==> config.mk <==
export PLATFORM = sky130hd
export DESIGN_NAME = timer_ctrl
export DESIGN_NICKNAME = d
export VERILOG_FILES = /design/src/rtl/timer_ctrl.sv
export SDC_FILE = /design/constraint.sdc
export NUM_CORES = 1
export LEC_CHECK = 0
export ABC_AREA = 1
export BUFFER_PORTS_ARGS = -buffer_cell sky130_fd_sc_hd__buf_2
export CAP_MARGIN = 20
export CELL_PAD_IN_SITES_DETAIL_PLACEMENT = 1
export CELL_PAD_IN_SITES_GLOBAL_PLACEMENT = 1
export CORE_MARGIN = 2
export CORE_UTILIZATION = 41
export DETAILED_ROUTE_END_ITERATION = 7
export PLACE_DENSITY_LB_ADDON = 0.2
export RECOVER_POWER = 100
export SLEW_MARGIN = 20
export SYNTH_ARGS = -nofsm -noshare
export SYNTH_HDL_FRONTEND = slang
export SYNTH_SLANG_ARGS = --single-unit
==> constraint.sdc <==
create_clock -name clk_i -period 1.9 [get_ports clk_i]
set_input_delay 0.38 -clock clk_i [delete_from_list [all_inputs] [get_ports clk_i]]
set_output_delay 0.38 -clock clk_i [all_outputs]
set_load 0.01 [all_outputs]
==> src/rtl/timer_ctrl.sv <==
// Programmable interval timer: prescaled up-counter with a terminal-count compare,
// one-shot or periodic reload, a done strobe and a sticky interrupt flag.
module timer_ctrl #(
  parameter int WIDTH      = 16,
  parameter int PRESCALE_W = 8
) (
  input  logic                  clk_i,
  input  logic                  reset_i,
  input  logic                  start_i,
  input  logic                  stop_i,
  input  logic                  periodic_i,
  input  logic [PRESCALE_W-1:0] prescale_i,
  input  logic [WIDTH-1:0]      period_i,
  input  logic                  irq_clr_i,
  output logic [WIDTH-1:0]      count_o,
  output logic                  busy_o,
  output logic                  done_o,
  output logic                  irq_o
);

  typedef enum logic {IDLE, RUN} state_t;

  localparam logic [WIDTH-1:0]      COUNT_ONE = WIDTH'(1);
  localparam logic [PRESCALE_W-1:0] PRE_ONE   = PRESCALE_W'(1);

  state_t                state_q;
  logic [PRESCALE_W-1:0] prescale_cnt_q;
  logic [PRESCALE_W-1:0] prescale_sh_q;
  logic [WIDTH-1:0]      period_sh_q;
  logic                  periodic_sh_q;

  // Configuration is taken into shadows only at start, so the live inputs may
  // change while running. A terminal-event irq set is written after the clear
  // so that the set wins on a shared edge.
  always_ff @(posedge clk_i or posedge reset_i) begin
    if (reset_i) begin
      state_q        <= IDLE;
      count_o        <= '0;
      busy_o         <= 1'b0;
      done_o         <= 1'b0;
      irq_o          <= 1'b0;
      prescale_cnt_q <= '0;
      prescale_sh_q  <= '0;
      period_sh_q    <= '0;
      periodic_sh_q  <= 1'b0;
    end else begin
      done_o <= 1'b0;
      if (irq_clr_i) begin
        irq_o <= 1'b0;
      end
      if (stop_i) begin
        state_q <= IDLE;
        busy_o  <= 1'b0;
      end else if (start_i) begin
        state_q        <= RUN;
        busy_o         <= 1'b1;
        count_o        <= '0;
        prescale_cnt_q <= '0;
        prescale_sh_q  <= prescale_i;
        period_sh_q    <= period_i;
        periodic_sh_q  <= periodic_i;
      end else if (state_q == RUN) begin
        if (prescale_cnt_q == prescale_sh_q) begin
          prescale_cnt_q <= '0;
          if (count_o == period_sh_q) begin
            done_o <= 1'b1;
            irq_o  <= 1'b1;
            if (periodic_sh_q) begin
              count_o <= '0;
            end else begin
              state_q <= IDLE;
              busy_o  <= 1'b0;
            end
          end else begin
            count_o <= count_o + COUNT_ONE;
          end
        end else begin
          prescale_cnt_q <= prescale_cnt_q + PRE_ONE;
        end
      end
    end
  end

endmodule

Yosys cells after proc, flatten, opt, wreduce, memory -nomap -nowiden

Cells that the tools add are included.

Bits of input ports: 30
Output and inout port bits: 19
Bits in registers: 53

Reduce and logical (&&, ||, !) cells: 9
Multiplexer cells: 31
Bitwise gates (word level): 1
Equal/unequal tests: 4
$add $sub $neg: 2

Operator list:

| operator                                      | count |
|---|---|
| two-way mux 16 bit                            | 5 |
| two-way mux 8 bit                             | 3 |
| two-way mux 1 bit                             | 23 |
| adder 16 x 1 -> 16 bit, second input constant | 1 |
| equality test 16 bit                          | 1 |
| nonzero test 3 bit                            | 3 |
| adder 8 x 1 -> 8 bit, second input constant   | 1 |
| equality test 8 bit                           | 1 |
| AND reduction 4 bit                           | 2 |
| inequality test 3 bit, second input constant  | 2 |
| AND reduction 2 bit                           | 2 |
| nonzero test 2 bit                            | 2 |
| NOT 1 bit                                     | 1 |

Depth between registers and ports, before layout

Gate-level depths: netlist (run 1).

Depth in word-level cells: 6
Gate-level depth with buffers: 12
Depth with buffers taken out: 11

Least setup slack after synthesis (run 1)

Ideal clock, no wire load.

Path type: register -> register
Start point: register count_o[10]
End point: register count_o[0]
Library setup time: 0.115 ns
Data arrival time: 1.400 ns
Data required time: 1.785 ns
Slack: 0.385 ns
Period minus slack after synthesis: 1.515 ns
Stages on the path, launching flop included: 13
Cells stage by stage: dfrtp_1 inv_2 nand2_1 nand2_1 nor2_1 nand2_1 nor2_4 nand2_4 nor2_8 nor2_4 buf_12 nand2_2 nand2_2

Longest elaborated chain between the ends: 5
Elaborated cells between the ends (all ways): 7
Classes of those cells: eq/ne: 2; mux: 4; reduce/logical: 1

RTL lines:

| what                     | RTL line | text |
|---|---|---|
| from (decl)              | 15       | `output logic [WIDTH-1:0] count_o,` |
| from (signal assigned)   | 75       | `count_o <= count_o + COUNT_ONE;` |
| equality test 16 bit (*) | 65       | `if (count_o == period_sh_q) begin` |
| two-way mux 16 bit       | 65       |  |
| two-way mux 16 bit       | 63       | `if (prescale_cnt_q == prescale_sh_q) begin` |
| two-way mux 16 bit       | 62       | `end else if (state_q == RUN) begin` |
| two-way mux 16 bit       | 54       | `end else if (start_i) begin` |

Mark *: on every way between the ends. The rest lies on a longest branch, timed or not. The select of a mux whose other input is x is not followed.
A chain may end at the register's enable or synchronous reset.

Worst setup path in the final report (run 1)

Start point: register count_o[5]
End point: register count_o[5]

Longest elaborated chain between the ends: 5
Elaborated cells between the ends (all ways): 8
Classes of those cells: add/sub: 1; eq/ne: 2; mux: 4; reduce/logical: 1

RTL lines:

| what                                                                  | RTL line |
|---|---|
| adder 16 x 1 -> 16 bit / equality test 16 bit (equally long branches) | 75, 65 |
| two-way mux 16 bit                                                    | 65 |
| two-way mux 16 bit                                                    | 63 |
| two-way mux 16 bit                                                    | 62 |
| two-way mux 16 bit                                                    | 54 |

Several ways; a longest one is shown, not always the timed one. The select of a mux whose other input is x is not followed.

==> impl_results.md, run 1 <==
* Status: finished, final reports clean
* Largest net degree at the start of global routing at 44
* RSZ-0062 raised after global routing: false
* Syn avg cell area at 7.73 um^2
* Critical path buffer and inverter count at 2
* Post-synth cell types at 30
* # setup viols final at 0
* Routed wire length at ~7000 um
* CTS buffer count at 5
* Core box area at about 0.0072 mm^2
* Final instance area at roughly 0.0035 mm^2
* Final nets at roughly 480
* Critical-path top delay cell: dfrtp_2
* Seq/Total Area, Yosys at between 40% and 50%
* Switching pwr at a little over 0.7 mW
* Smallest hold slack at about 0.24 ns
* Crit Path Category: flop to flop
* Setup TNS at 0 ns
* Commonest non-fill, non-tap cells in the layout: nand2_1 (126), nor2_1 (57), dfrtp_1 (51)
* Fin. max-slew vios at 0
* Met3 GRT Util at just under 3%
* GR Layer Usage met2 at 35.5%
* Global Route Usage Sum at 19.9%
* Min-delay worst type: input pin to flop
* DR vias/cell at around 4.7
* Flop pwr share at about 52%
* Most common cell after layout, fill and taps aside: nand2_1
* N_diodes at 0
* GPL Wtd Cong at slightly below 0.8
* Crit path max-delay family: simple AND/OR/NAND/NOR gates
* Worst Setup End Kind: flop
* Sw frac at 28.7%
* Tcrit/Tclk final at between 90% and 100%
* Vias in the first global route at 2909
* Busiest grt layer: met2
* Placement Setup Slack at between 0.1 and 0.15 ns
* Top cells by area, synth: dfrtp_1 (44%), nand2_1 (15%), nor2_1 (7.1%)
* Multi-input logic area at between 0.001 and 0.0015 mm^2
* Placed Instances at ~540
* Root Driver: clkbuf_8
* I/O pin cnt at around 50
* Detail Route Antenna Nets at 0
* Critical Path Sink: count_o[5]$_DFFE_PP0P_
* Clock Latency Late Sink at between 0.3 and 0.4 ns
* Detailed Route Iter0 Violations at 83
* Reg-to-reg endpoint: count_o[5]$_DFFE_PP0P_
* Critical Path Source: count_o[5]$_DFFE_PP0P_
* Hold Violations, Final at 0
* Initial antenna violation count at 0
* # H-tree levels at 2
* Internal Pwr Total at approximately 1.8 mW
* Logic pwr share at 17.0%
* Dpl cell area at approximately 0.0034 mm^2
* Setup WS post-layout at roughly 0.19 ns
* Die area at a little over 0.008 mm^2
* Synth-to-layout area growth at 14.4%
* Post-synthesis cell area at roughly 0.0030 mm^2
* Crit path top cell by count: nand2_1
* Crit-path max FO at 16
* Pwr per Cell Area at 730 mW/mm^2
* Clk pwr share at between 30% and 40%
* Levels on crit path at 12
* Max stage delay on crit path at ~0.43 ns
* VDD IR max at between 0.0003 and 0.0004 V
* Worst r2r src: count_o[5]$_DFFE_PP0P_
* Setup Skew at approximately 0.010 ns
* Fillers at 959
* Static Leak at 1.74 nW
* DIE WIDTH at 90.0 um
* CP required at roughly 2.1 ns
* Slew of the pin with the lowest slew margin at approximately 1 ns
* CTS max path bufs at 2
* Clock transition at path regs at about 0.1 ns
* Yosys warns at 0
* Fin crit period at between 1.5 and 2 ns
* Reg2reg path depth at 12
* Max-cap violations at 0
* Cells after synthesis at between 300 and 400
* Yosys top cell by area: dfrtp_1
* Routing usage on met1 at between 20% and 30%
* Post-detail-place hpwl at 5420 um
* CP Launch Type: flop
* CTS tree: yes
* Initial Utilization at a little over two fifths
* CP cell instances: inv_1 > nand2_1 > nand2_1 > nor2_1 > nand2_1 > nor2_4 > nand2_4 > nor2_8 > nor2_2 > buf_12 > nand2_1 > nand2_2
* Fmax at ~600 MHz
* DRC viols at 0
* Syn nets at 424
* WL/cell at between 10 and 15 um
* Area fraction of the dominant cell type after synthesis at 43.8%
* Max-Slew Margin vs Limit at about a third
* Yosys reg bits at between 50 and 60
* FP Rows at 31
* Crit path DAT at between 1.5 and 2 ns
* Clock sinks at 53
* Layout cells sized above 1 at around 20%
* Overflow after GRT at 0
* Reg-to-reg slack, setup at between 0.15 and 0.2 ns
* Non-Filler Instances at around 550
* First-pass GRT wire length at between 10000 and 15000 um
* DR vias at 2551
* Sequential cell area at roughly 0.0013 mm^2
* Chip Height at 90.0 um
* Detailed-router iteration count before antenna repair at 4
* I/O Buffers at 48
synth_stat cells (all sizes together):
library cell	number
a21oi	19
buf	6
clkbuf	1
clkinv	1
dfrtp	53
ha	2
inv	50
mux2	8
nand2	140
nand3	8
nand4	3
nor2	65
nor3	6
nor3b	4
o21ai	1
o22ai	2
o31ai	1
xnor2	9
xor2	13
power groups by stage:
stage	combinational (mW)	clock [mW]	sequential, mW
after floorplan	0.316	0	1.32
after global placement	0.425	0	1.32
after detailed placement	0.440	0	1.33
after CTS	0.442	0.823	1.31
after global routing	0.499	0.860	1.32
final	0.429	0.792	1.31
timing repair:
item	CTS	global route
hold buffers	0	0
gates resized for setup	0	2
setup buffers	0	1
setup endpoints to repair	0	16
per-stage QoR:
step / utilization [%] / power, mW
after floorplan: - / 1.63
after global placement: 47.0 / 1.75
after detailed placement: 47.0 / 1.77
after CTS: 48.6 / 2.58
after global routing: 48.0 / 2.68
final: 48.0 / 2.53
state kept, by name (all words and copies together) (netlist names):
register	flops
state_q	1
count_o	16
periodic_sh_q	1
period_sh_q	16
done_o	1
irq_o	1
busy_o	1
prescale_cnt_q	8
prescale_sh_q	8
cells by family (layout without fill, tap and decap cells):
logic type      after synthesis  count (layout)  synth area share [%]
fa+ha+maj                     2               2                 0.826
flops                        53              53                  43.8
buf+inv                      58             114                  8.22
simple gates                226             226                  33.5
xor+xnor                     22              22                  6.36
mux                           8               8                  2.97
compound gates               23              23                  4.34
routing by layer:
| layer | vias up | routed length [um] |
|---|---|---|
| met3 | 4 | 182 |
| li1 | 1299 | - |
| met1 | 1217 | 3410 |
| met2 | 31 | 3480 |
| met5 | - | 0 |
| met4 | 0 | 81 |
layout make-up:
type / instances / share of cell area (%)
repair buffers: 55 / 8.34
well taps: 99 / 3.58
flip-flops and latches: 53 / 38.4
clock inverters: 2 / 1.12
multi-input cells: 281 / 41.0
clock buffers: 6 / 2.09
inverters: 51 / 5.53
worst min-delay path by stage:
stage / startpoint / end / slack (ns) / cells after the start
after floorplan: irq_clr_i / irq_o$_DFF_PP0_ / 0.48 / 1
after global placement: reset_i / prescale_sh_q[7]$_DFFE_PP0P_ / 0.45 / 2
after detailed placement: reset_i / prescale_sh_q[7]$_DFFE_PP0P_ / 0.46 / 2
after CTS: reset_i / prescale_sh_q[7]$_DFFE_PP0P_ / 0.10 / 2
after global routing: irq_clr_i / irq_o$_DFF_PP0_ / 0.24 / 2
final: irq_clr_i / irq_o$_DFF_PP0_ / 0.24 / 2
No activity file was read; power rests on OpenSTA's default activity.
==> inputs of run 2 (changes only) <==
Settings changed: ABC_AREA 1 to default, CORE_UTILIZATION 41 to 44.
==> run 2 against run 1 <==
Effect of this change: the flow now finishes with violations (setup timing); sequential share of layout area down 2.9 points; largest cell class unchanged; maximum frequency decreased by 15%; non-clock buffer count up 50.
==> impl_results.md, run 2 <==
* Hold path start: irq_clr_i
* DIE WIDTH at 84.4 um
* Final instance area at approximately 0.0038 mm^2
* CTS max path bufs at 2
* FP Rows at 29
* N_diodes at 0
* Yosys warns at 0
* Vias in the first global route at 2689
* Critical Path Source: count_o[2]$_DFFE_PP0P_
* Tot Pwr at around 2.7 mW
* Routed wire length at roughly 9000 um
* DR vias at ~2.5k
* Fillers at around 730
* Fin crit period at ~2 ns
* Pwr per Cell Area at roughly 730 mW/mm^2
* # H-tree levels at 2
* DRC viols at 0
* Clock transition at path regs at roughly 0.11 ns
* DR vias/cell at 5.83
* Clk pwr share at between 20% and 30%
* Fin. max-slew vios at 0
* Tcrit/Tclk final at 106%
* CP required at 2.14 ns
* Crit path DAT at about 2.3 ns
* Syn nets at around 290
* Hold path endpoint: irq_o$_DFF_PP0_
* # setup viols final at 16
* Area fraction of the dominant cell type after synthesis at 46.7%
* Sw frac at approximately 29%
* Fmax at ~490 MHz
* Multi-input logic area at around 0.0016 mm^2
* First-pass GRT wire length at roughly 15000 um
* Detailed-router iteration count before antenna repair at 6
* Global Route Usage Sum at roughly a quarter
* Failing checks: setup timing
* Die area at 0.00712 mm^2
* Yosys reg bits at 53
* I/O Buffers at 48
* Setup WS post-layout at -0.120 ns
* Max-cap violations at 0
* Cells after synthesis at about 260
* Most common cell after layout, fill and taps aside: dfrtp_1
* Reg2reg path depth at 8
* WL/cell at ~21 um
* Clock Latency Late Sink at around 0.32 ns
* Initial antenna violation count at 0
* Worst Setup End Kind: flop
* Max-Slew Margin vs Limit at between 10% and 20%
* Logic pwr share at around a fifth
* Min-delay worst type: input pin to flop
* VDD IR max at 0.000428 V
* Flop pwr share at approximately 49%
* Ys flop type: dfrtp_1
* Core box area at roughly 0.0063 mm^2
* GPL Wtd Cong at slightly below 0.9
* Crit-path max FO at 4
* Commonest non-fill, non-tap cells in the layout: dfrtp_1 (44), buf_2 (43), buf_4 (37)
* Worst r2r src: count_o[2]$_DFFE_PP0P_
* Smallest hold slack at roughly 0.25 ns
* CTS tree: yes
* Root Driver: clkbuf_8
* Static Leak at 1.71 nW
* Switching pwr at slightly above 0.8 mW
* Post-synthesis cell area at approximately 0.0028 mm^2
* Seq/Total Area, Yosys at about 47%
* # hold bufs at CTS at 0
* Post-synth cell types at 52
* Internal Pwr Total at 1.93 mW
* Post-synth EDFFs at 0
* Top cells by area, synth: dfrtp_1 (47%), mux2_2 (11%), xor2_1 (5.5%)
* CP Launch Type: flop
* Detail Route Antenna Nets at 0
* Hold path cells at 2
* Chip Height at 84.4 um
* Status: finished with violations
* Sequential cell area at around 0.0013 mm^2
* Clock sinks at between 50 and 60
* Layout cells sized above 1 at a little under half
* Syn avg cell area at about 11 um^2
* Synth top cells by count: dfrtp_1 (53), mux2_2 (27), xor2_1 (18)
* CTS buffer count at 5
* Initial Utilization at 45.0%
* Reg-to-reg endpoint: irq_o$_DFF_PP0_
* Slew of the pin with the lowest slew margin at between 1 and 1.5 ns
* Biggest regs: count_o x16, period_sh_q x16
* I/O pin cnt at 49
* Final nets at just under 400
* RSZ-0062 raised after global routing: true
* Count leader, synth: dfrtp_1
* Detailed Route Iter0 Violations at between 100 and 150
* Yosys top cell by area: dfrtp_1
* Reg-to-reg slack, setup at -0.12 ns
* Setup Skew at 0.0166 ns
* Dpl cell area at 0.00354 mm^2
* Overflow after GRT at 0
* Post-detail-place hpwl at ~6000 um
* Asr flop ratio synth at between 90% and 100%
* Crit Path Category: flop to flop
* Hold Violations, Final at 0
* Largest net degree at the start of global routing at 54
* Synth-to-layout area growth at 32.6%
## run 2: how the worst max path moves through the flow
stage | to
floorplan | count_o[2]$_DFFE_PP0P_
global placement | count_o[4]$_DFFE_PP0P_
detailed placement | count_o[4]$_DFFE_PP0P_
CTS | irq_o$_DFF_PP0_
global route | irq_o$_DFF_PP0_
finish | irq_o$_DFF_PP0_
## run 2: area by class of cell
type | count | share of cell area [%]
Multi-Input combinational cell | 182 | 41.4
Clock buffer | 6 | 1.93
Tap cell | 77 | 2.56
Sequential cell | 53 | 35.5
Clock inverter | 2 | 1.03
Timing Repair Buffer | 105 | 16.6
Inverter | 10 | 0.996
## run 2: stage by stage
step	worst slack, ns	std cells	utilization (%)	TNS, ns
2_1_floorplan	-0.0218	259	-	-0.0236
3_5_place_dp	-0.219	419	56.1	-2.50
4_1_cts	-0.0799	433	60.1	-0.363
5_1_grt	-0.184	435	59.7	-2.25
3_3_place_gp	-0.100	419	56.1	-0.691
6_report	-0.120	435	59.7	-1.02
## run 2: critical path, cell delays in order (launching register included)
cell	delay [ns]
dfrtp_2	0.45
buf_6	0.13
xor2_2	0.17
nor4_2	0.17
buf_4	0.20
nand4_4	0.13
buf_6	0.15
or4_4	0.41
o22ai_2	0.13
## run 2: power by group through the flow
stage,logic [mW],registers (mW),clock network (mW)
6_report,0.583,1.35,0.806
3_3_place_gp,0.516,1.36,0
5_1_grt,0.634,1.36,0.856
2_1_floorplan,0.310,1.35,0
4_1_cts,0.585,1.35,0.817
3_5_place_dp,0.538,1.37,0
## run 2: logic make-up after synthesis
group | share of synthesized area [%]
buffers and inverters | 3.96
AO/OA/AOI/OAI | 12.9
adder cells (fa/ha/maj) | 0.881
flip-flops | 46.7
AND/OR/NAND/NOR | 16.2
multiplexers | 11.4
XOR/XNOR | 8.01
## run 2: routing by layer
layer  global-route usage, %  up-vias  part of all wire [%]  routed length, um
met2                    42.1       54                    49               4480
met1                    37.1     1313                    46               4130
met4                    6.20        0                   1.7                151
met3                    3.93       12                   3.2                290
li1                        -     1157                     -                  -
met5                       0        -                     0                  0
## run 2: what timing repair did
item,in CTS,in global routing
pin swaps,13,8
cloned,1,0
setup endpoints to repair,19,19
gates resized for setup,19,9
setup buffers,5,2
==> inputs of run 3 (changes only) <==
Settings changed: CORE_MARGIN 2 to 10, SKIP_LAST_GASP from default to 1.
==> run 3 against run 2 <==
Effect of this change: the flow still finishes with violations (setup timing); wire length is 4.5% higher; maximum frequency down 1.6%; count of clock-buffer cells in the layout shrank 1; critical path type unchanged; highest routed layer unchanged.
==> impl_results.md, run 3 (synthesized netlist as in run 2, its figures left out) <==
* Status: finished with violations
* Failing checks: setup timing
* # setup viols final at 17
* Static Leak at ~1.7 nW
* WL/cell at ~22 um
* Setup Skew at 0.00528 ns
* Fin crit period at about 2 ns
* CP cell instances: xor2_2 > nor4_4 > buf_4 > a41oi_4 > buf_6 > and3b_1 > a221o_2
* Clock Latency Late Sink at between 0.3 and 0.4 ns
* Tcrit/Tclk final at 108%
* Fillers at 704
* Min-delay worst type: input pin to asynchronous set/reset pin
* Clock sinks at 53
* Final nets at ~390
* Placement Setup Slack at -0.192 ns
* CP Launch Type: flop
* CTS tree: yes
* Fin. max-slew vios at 0
* Crit-path max FO at 6
* Root Driver: clkbuf_8
* CTS max path bufs at 2
* First-pass GRT wire length at approximately 15000 um
* Synth-to-layout area growth at 33.1%
* Chip Height at roughly 100 um
* Biggest regs: count_o x16, period_sh_q x16
* DIE WIDTH at 100 um
* CP required at 2.10 ns
* Slew of the pin with the lowest slew margin at approximately 0.9 ns
* DR vias at around 2.5k
* I/O Buffers at between 40 and 50
* Setup WS post-layout at -0.153 ns
* Max-cap violations at 0
* Initial antenna violation count at 0
* Critical path buffer and inverter count at 2
* DRC viols at 0
* FP Rows at 29
* Fmax at 487 MHz
* Vias in the first global route at 2728
* Placed Instances at between 400 and 500
* Post-detail-place hpwl at ~6400 um
* Commonest non-fill, non-tap cells in the layout: dfrtp_1 (44), buf_2 (44), buf_4 (39)
* N_diodes at 0
* Max-Slew Margin vs Limit at between 40 and 50%
* I/O pin cnt at 49
* VDD IR max at ~0.0004 V
* Overflow after GRT at 0
* RSZ-0062 raised after global routing: true
* Hold Violations, Final at 0
* Critical-path top delay cell: dfrtp_1
* Clock transition at path regs at 0.10 ns
* CTS buffer count at 5
* Crit path DAT at about 2.3 ns
* Crit Path Category: flop to flop
* Final Util at around three fifths
* # hold bufs at CTS at 0
* DR vias/cell at just under 6
* Core box area at around 0.0063 mm^2
* Initial Utilization at between 40 and 50%
* Global Route Usage Sum at 18.3%
* Detailed Route Iter0 Violations at 171
* Die area at ~0.010 mm^2
* Crit path max-delay family: simple AND/OR/NAND/NOR gates
* Routed wire length at approximately 9500 um
* Pwr per Cell Area at about 720 mW/mm^2
* # H-tree levels at 2
* Largest net degree at the start of global routing at 34
* Max stage delay on crit path at roughly 0.44 ns
* Non-Filler Instances at between 400 and 500
* Layout cells sized above 1 at a little under half
* GPL Wtd Cong at ~0.81
* Detail Route Antenna Nets at 0
* Worst Setup End Kind: flop
* Detailed-router iteration count before antenna repair at 4
## run 3: cell count changes in the layout (fill, tap and decap cells not counted), moves of 2 or more
cell / before / now
buf_4: 37 / 39
clkbuf_1: 18 / 12
mux2i_1: 0 / 2
nor4_2: 5 / 2
nor4_4: 0 / 3
## run 3: final cells by class
| class | count | area (um^2) | share of cell area (%) |
|---|---|---|---|
| timing repair buffer | 103 | 629 | 16.6 |
| multi-input combinational | 182 | 1580 | 41.7 |
| inverter | 10 | 37.5 | 0.992 |
| clock buffer | 5 | 68.8 | 1.82 |
| sequential | 53 | 1340 | 35.4 |
| clock inverter | 2 | 35.0 | 0.926 |
| tap | 77 | 96.3 | 2.55 |
## run 3: routing by layer
metal / global-route usage [%] / routed length (um) / up-vias
met2: 28.6 / 4510 / 99
met3: 3.85 / 704 / 16
met1: 24.1 / 4050 / 1277
li1: - / - / 1149
met4: 6.85 / 189 / 0
met5: 0 / 0 / -
## run 3: worst paths after layout
path | depth (start not counted) | end | startpoint | slack [ns]
min in group clk_i | 2 | irq_o$_DFF_PP0_ | irq_clr_i | 0.24
worst max-delay path | 7 | count_o[2]$_DFFE_PP0P_ | period_sh_q[8]$_DFFE_PP0P_ | -0.15
worst min register to register | 1 | prescale_sh_q[0]$_DFFE_PP0P_ | prescale_sh_q[0]$_DFFE_PP0P_ | 0.54
max in group asynchronous | 3 | count_o[9]$_DFFE_PP0P_ | reset_i | 0.28
worst min-delay path | 2 | prescale_cnt_q[0]$_DFFE_PP0P_ | reset_i | 0.21
worst max register to register | 7 | count_o[2]$_DFFE_PP0P_ | period_sh_q[8]$_DFFE_PP0P_ | -0.15
## run 3: what timing repair did
| action | CTS | global route |
|---|---|---|
| pin swaps | 4 | 12 |
| setup buffers | 8 | 2 |
| resized for setup | 14 | 16 |
| endpoints found under the setup margin | 19 | 20 |
| cloned | 1 | 0 |
## run 3: through the flow
step	total power, mW	setup TNS (ns)	hold WS [ns]	cell area [um^2]
3_3_place_gp	1.87	-0.950	0.418	3510
3_5_place_dp	1.91	-2.55	0.433	3510
6_report	2.73	-1.66	0.209	3780
4_1_cts	2.74	-0.807	0.0965	3750
5_1_grt	2.87	-3.15	0.251	3780
2_1_floorplan	1.66	-0.0236	0.447	2890
## run 3: worst reg2reg max path, stage by stage (launching register included)
cell	delay, ns
dfrtp_1	0.44
xor2_2	0.21
nor4_4	0.30
buf_4	0.19
a41oi_4	0.16
buf_6	0.18
and3b_1	0.16
a221o_2	0.29
## run 3: report_power, final
part | total, mW | leakage (nW) | internal (mW) | switching (mW)
Clock | 0.764 | 0.0540 | 0.384 | 0.381
Sequential | 1.36 | 0.644 | 1.24 | 0.117
Combinational | 0.611 | 1.02 | 0.303 | 0.309
